--- src/rtl/apu_audio_filter.sv ---
// APU audio conditioning: box-car average over 2^WIN_LOG2 ce ticks, recentre
// to signed, optional one-pole DC-blocking high-pass, saturate, register.
module apu_audio_filter #(
  parameter int WIN_LOG2 = 5,
  parameter int DC_K     = 10,
  parameter int DC_BLOCK = 1
) (
  input  logic        clk,
  input  logic        resetn,
  input  logic        ce,
  input  logic [15:0] sample_in,
  input  logic        mute,
  output logic [15:0] sample_out,
  output logic        sample_valid
);

  localparam int AW = 16 + WIN_LOG2;

  // Stage A signals
  logic [AW-1:0]       acc;
  logic [AW-1:0]       acc_sum;
  logic [WIN_LOG2-1:0] cnt;
  logic [15:0]         avg;
  logic                va;

  // Stage B signals
  logic signed [15:0]  x;
  logic signed [15:0]  x_prev;
  logic signed [16:0]  dx;
  logic signed [34:0]  dx_scaled;
  logic signed [34:0]  y_acc;
  logic signed [34:0]  y_acc_nxt;
  logic signed [15:0]  y_byp;
  logic                vb;

  // Stage C signals
  logic signed [18:0]  y_full;
  logic [15:0]         y_clamp;

  assign acc_sum = acc + AW'(sample_in);

  // Stage A: accumulate one window; the last tick folds in its own sample and fires.
  always_ff @(posedge clk) begin
    if (!resetn) begin
      acc <= '0;
      cnt <= '0;
      avg <= '0;
      va  <= 1'b0;
    end else begin
      va <= 1'b0;
      if (ce) begin
        if (cnt == '1) begin
          avg <= acc_sum[AW-1:WIN_LOG2];
          acc <= '0;
          cnt <= '0;
          va  <= 1'b1;
        end else begin
          acc <= acc_sum;
          cnt <= cnt + WIN_LOG2'(1);
        end
      end
    end
  end

  // Flipping the MSB maps unsigned mid-scale 0x8000 to signed zero.
  assign x         = signed'(avg ^ 16'h8000);
  assign dx        = {x[15], x} - {x_prev[15], x_prev};
  assign dx_scaled = {{2{dx[16]}}, dx, 16'b0};
  assign y_acc_nxt = y_acc + dx_scaled - (y_acc >>> DC_K);

  // Stage B: high-pass update (16 fractional bits), or plain bypass.
  always_ff @(posedge clk) begin
    if (!resetn) begin
      y_acc  <= '0;
      x_prev <= '0;
      y_byp  <= '0;
      vb     <= 1'b0;
    end else begin
      vb <= va;
      if (va) begin
        if (DC_BLOCK != 0) begin
          y_acc  <= y_acc_nxt;
          x_prev <= x;
        end else begin
          y_byp <= x;
        end
      end
    end
  end

  // Integer part of the filter (floor via the dropped fraction) and saturation.
  always_comb begin
    y_full  = '0;
    y_clamp = '0;
    if (DC_BLOCK != 0) begin
      y_full = y_acc[34:16];
    end else begin
      y_full = {{3{y_byp[15]}}, y_byp};
    end
    if (y_full > 19'sd32767) begin
      y_clamp = 16'h7FFF;
    end else if (y_full < -19'sd32768) begin
      y_clamp = 16'h8000;
    end else begin
      y_clamp = y_full[15:0];
    end
  end

  // Stage C: registered output held between updates; mute only gates the value.
  always_ff @(posedge clk) begin
    if (!resetn) begin
      sample_out   <= '0;
      sample_valid <= 1'b0;
    end else begin
      sample_valid <= vb;
      if (vb) begin
        sample_out <= mute ? 16'h0000 : y_clamp;
      end
    end
  end

endmodule

--- config.mk ---
export PLATFORM = sky130hd
export DESIGN_NAME = apu_audio_filter
export DESIGN_NICKNAME = d
export VERILOG_FILES = /design/src/rtl/apu_audio_filter.sv
export SDC_FILE = /design/constraint.sdc
export NUM_CORES = 1
export LEC_CHECK = 0
export CAP_MARGIN = 20
export CORE_MARGIN = 2
export CORE_UTILIZATION = 50
export CTS_BUF_LIST = sky130_fd_sc_hd__clkbuf_4
export CTS_CLUSTER_SIZE = 12
export DETAILED_ROUTE_END_ITERATION = 8
export PLACE_DENSITY = 0.73
export SLEW_MARGIN = 25
export SYNTH_ARGS = -nofsm -noshare
export SYNTH_HDL_FRONTEND = slang
export SYNTH_SLANG_ARGS = --single-unit
--- constraint.sdc ---
create_clock -name clk -period 6.3 [get_ports clk]
set_clock_uncertainty 0.1 [all_clocks]
set_input_delay 0.945 -clock clk [delete_from_list [all_inputs] [get_ports clk]]
set_output_delay 0.945 -clock clk [all_outputs]
set_load 0.005 [all_outputs]
==> results_dict.tcl <==
set metrics [dict create \
    stdcell_area_um2 8740 \
    viasPerCell 5.55 \
    power_density_nw_per_um2 148 \
    synth_warnings 0 \
    drc 0 \
    final_nets 1110 \
    syn_avg_cell_area_um2 8.31 \
    wl_per_cell_um 15.0 \
    portBuffers 36 \
    layout_common_cells "dfxtp_1, nor2_1, a21oi_1" \
    synth_top_cell_by_area "dfxtp_1" \
    dp_hpwl_mm 14.0 \
    crit_family "compound AO/OA/AOI/OAI gates" \
    critPathBufInv 1 \
    finalCriticalPeriod_ns 4.94 \
    grt_pass1_wl_mm 30.7 \
    num_vias 6693 \
    max_slew_margin_pct 48.5 \
    synth_top_area_share_pct 27.9 \
    worst_pin_slew_ns 0.767 \
    yosysSeqAreaShare_pct 27.9 \
    cts_tree "built" \
    place_area_um2 8590 \
    cp.arrival_ns 5.27 \
    clockRootBuffer "clkbuf_4" \
    ys_seq_elements 112 \
    ctsHoldBuffers 0 \
    die_x_um 131 \
    cts_buffers 9 \
    critPathCaptureType "register" \
    path_cells "inv_1 -> ha_1 -> fa_1 -> nor2b_1 -> o21ai_0 -> a21boi_0 -> o21ai_0 -> a21oi_1 -> o41a_1 -> a21oi_1 -> xnor2_1 -> fa_1 -> ha_1 -> nor2b_1 -> o21ai_0 -> nand3_1 -> a311o_1 -> or3_1 -> a21oi_1 -> mux2i_1" \
    grt-ovfl-total 0 \
    gp_congestion 0.994 \
    slew_viol_final 0 \
    cpPeakStageDelay_ns 0.46 \
    row_count 46 \
    fin_setup_tns_ns 0 \
    finalSetupViolations 0 \
    cp_slowest_cell "fa_1" \
    rsz0062_at_grt "false" \
    startpoint_type "register" \
    cts_sinks 112 \
    status "finished, final reports clean" \
    hp-class "register to register" \
    fmax_mhz 203 \
    clk_latency_ns 0.50 \
    synth.area.top_cells "dfxtp_1, ha_1, a21oi_1, fa_1, nor2_1" \
    drt_iter0_markers 423 \
    synth_edf_count 0 \
    mostFrequentLayoutCell "dfxtp_1" \
    grt_use_total_pct 22.6 \
    ant_nets 0 \
    path_class "register to register" \
    cts_resized 0 \
    area_growth_pct 8.70 \
    postCtsSetupBuffers 0 \
    path_clk_slew_ns 0.16 \
    required_ns 6.63 \
    coreArea_um2 15800 \
    ys_types 67 \
    die_y_um 131 \
    clockBufferDepth 2 \
    htree_levels 3 \
    drt_pass1_iterations 6 \
    period_share_pct 78.4 \
    layout-drive-gt1-share_pct 3.74 \
    worst-path-max-fanout 7 \
    hold_viol 0 \
    initial_core_util_pct 50.8 \
    postSynthNetCount 1093 \
    cap_violations 0 \
    grt_max_degree 32 \
    peakVddDrop_mv 0.141 \
    yosys_most_used_dff "dfxtp_1" \
    fillCellCount 1492 \
    wl_mm 18.1 \
    synthArstFlopShare_pct 0 \
    p_leak_uw 0.00354 \
    first_global_vias 6351 \
    antenna_found_initial 1 \
    io_pins 37 \
    synthCells 968 \
    syn-cell-area_um2 8040 \
    die_area_um2 17100 \
]
-- final timing paths --
path | slack, ns | depth (start not counted) | to | from
max reg2reg | 1.36 | 20 | y_acc[34]$_SDFFE_PN0P_ | avg[0]$_SDFFE_PN0P_
min reg2reg | 0.38 | 2 | sample_out[3]$_SDFFE_PN0P_ | sample_out[3]$_SDFFE_PN0P_
max | 1.36 | 20 | y_acc[34]$_SDFFE_PN0P_ | avg[0]$_SDFFE_PN0P_
min | 0.38 | 2 | sample_out[3]$_SDFFE_PN0P_ | sample_out[3]$_SDFFE_PN0P_
-- area by class of cell --
cell class / count / area, µm² / area share [%]
multi-input combinational: 747 / 5400 / 61.8
sequential: 112 / 2240 / 25.7
timing repair buffer: 42 / 405 / 4.64
inverter: 73 / 274 / 3.13
tap: 216 / 270 / 3.09
clock buffer: 11 / 82.6 / 0.945
clock inverter: 5 / 62.6 / 0.716
antenna: 1 / 2.50 / 0.0286
-- worst register-to-register path, cell delays in order (launching register included) --
cell      delay [ns]
dfxtp_1         0.39
inv_1           0.05
ha_1            0.22
fa_1            0.42
nor2b_1         0.12
o21ai_0         0.11
a21boi_0        0.25
o21ai_0         0.13
a21oi_1         0.23
o41a_1          0.20
a21oi_1         0.09
xnor2_1         0.20
fa_1            0.46
ha_1            0.40
nor2b_1         0.16
o21ai_0         0.15
nand3_1         0.13
a311o_1         0.33
or3_1           0.35
a21oi_1         0.19
mux2i_1         0.19
-- per-stage QoR --
stage	utilization (%)	total power, µW	cells	setup slack (ns)	hold WS [ns]
after floorplan	-	883	968	1.85	0.338
after global placement	54.2	924	1190	1.56	0.354
after detailed placement	54.3	927	1190	1.40	0.358
after CTS	55.2	1310	1206	1.35	0.379
after global routing	55.2	1360	1207	1.01	0.393
final	55.2	1290	1207	1.36	0.375
-- routing by layer --
metal | global-route usage (%) | routed length, µm | vias up
met3 | 2.97 | 572 | 33
met4 | 7.57 | 451 | 0
met5 | 0 | 0 | -
met2 | 37.9 | 8230 | 121
li1 | - | - | 3462
met1 | 30.2 | 8900 | 3077
-- synthesized netlist by cell type (all sizes together) (3+ instances only) --
cell type,count
a2111o,3
a2111oi,3
a211oi,12
a21boi,3
a21o,27
a21oi,87
a22o,7
a22oi,8
a31oi,14
a41oi,3
and2,8
and3,5
buf,4
clkbuf,32
dfxtp,112
fa,21
ha,84
inv,72
mux2i,33
nand2,66
nand2b,21
nand3,16
nand3b,7
nand4,11
nor2,97
nor2b,9
nor3,12
o211ai,3
o21a,8
o21ai,68
o21bai,9
o2bb2ai,3
o31a,3
o31ai,5
or2,3
or3,8
xnor2,33
xor2,20
-- report_power, final --
group	total [µW]	leakage, µW	internal, µW	switching (µW)
logic	179	0.00256	78.2	101
registers	734	0.000906	724	10.3
clock network	380	0.0000741	133	247
total	1290	0.00354	935	358
-- registers in the layout, indices dropped and copies added (netlist names) --
register,cells
avg,16
va,1
sample_valid,1
vb,1
sample_out,16
x_prev,16
acc,21
y_acc,35
cnt,5
-- cells by family after synthesis --
logic type | count (synthesis) | share of synthesized area (%)
buffers and inverters | 109 | 5.10
DFF | 112 | 27.9
AOI/OAI and AO/OA | 283 | 22.7
muxes | 34 | 4.29
xor gates and xnor gates | 53 | 5.77
adders and majority gates | 105 | 18.3
and+or+nand+nor | 272 | 15.9
No activity file was read; power rests on OpenSTA's default activity.
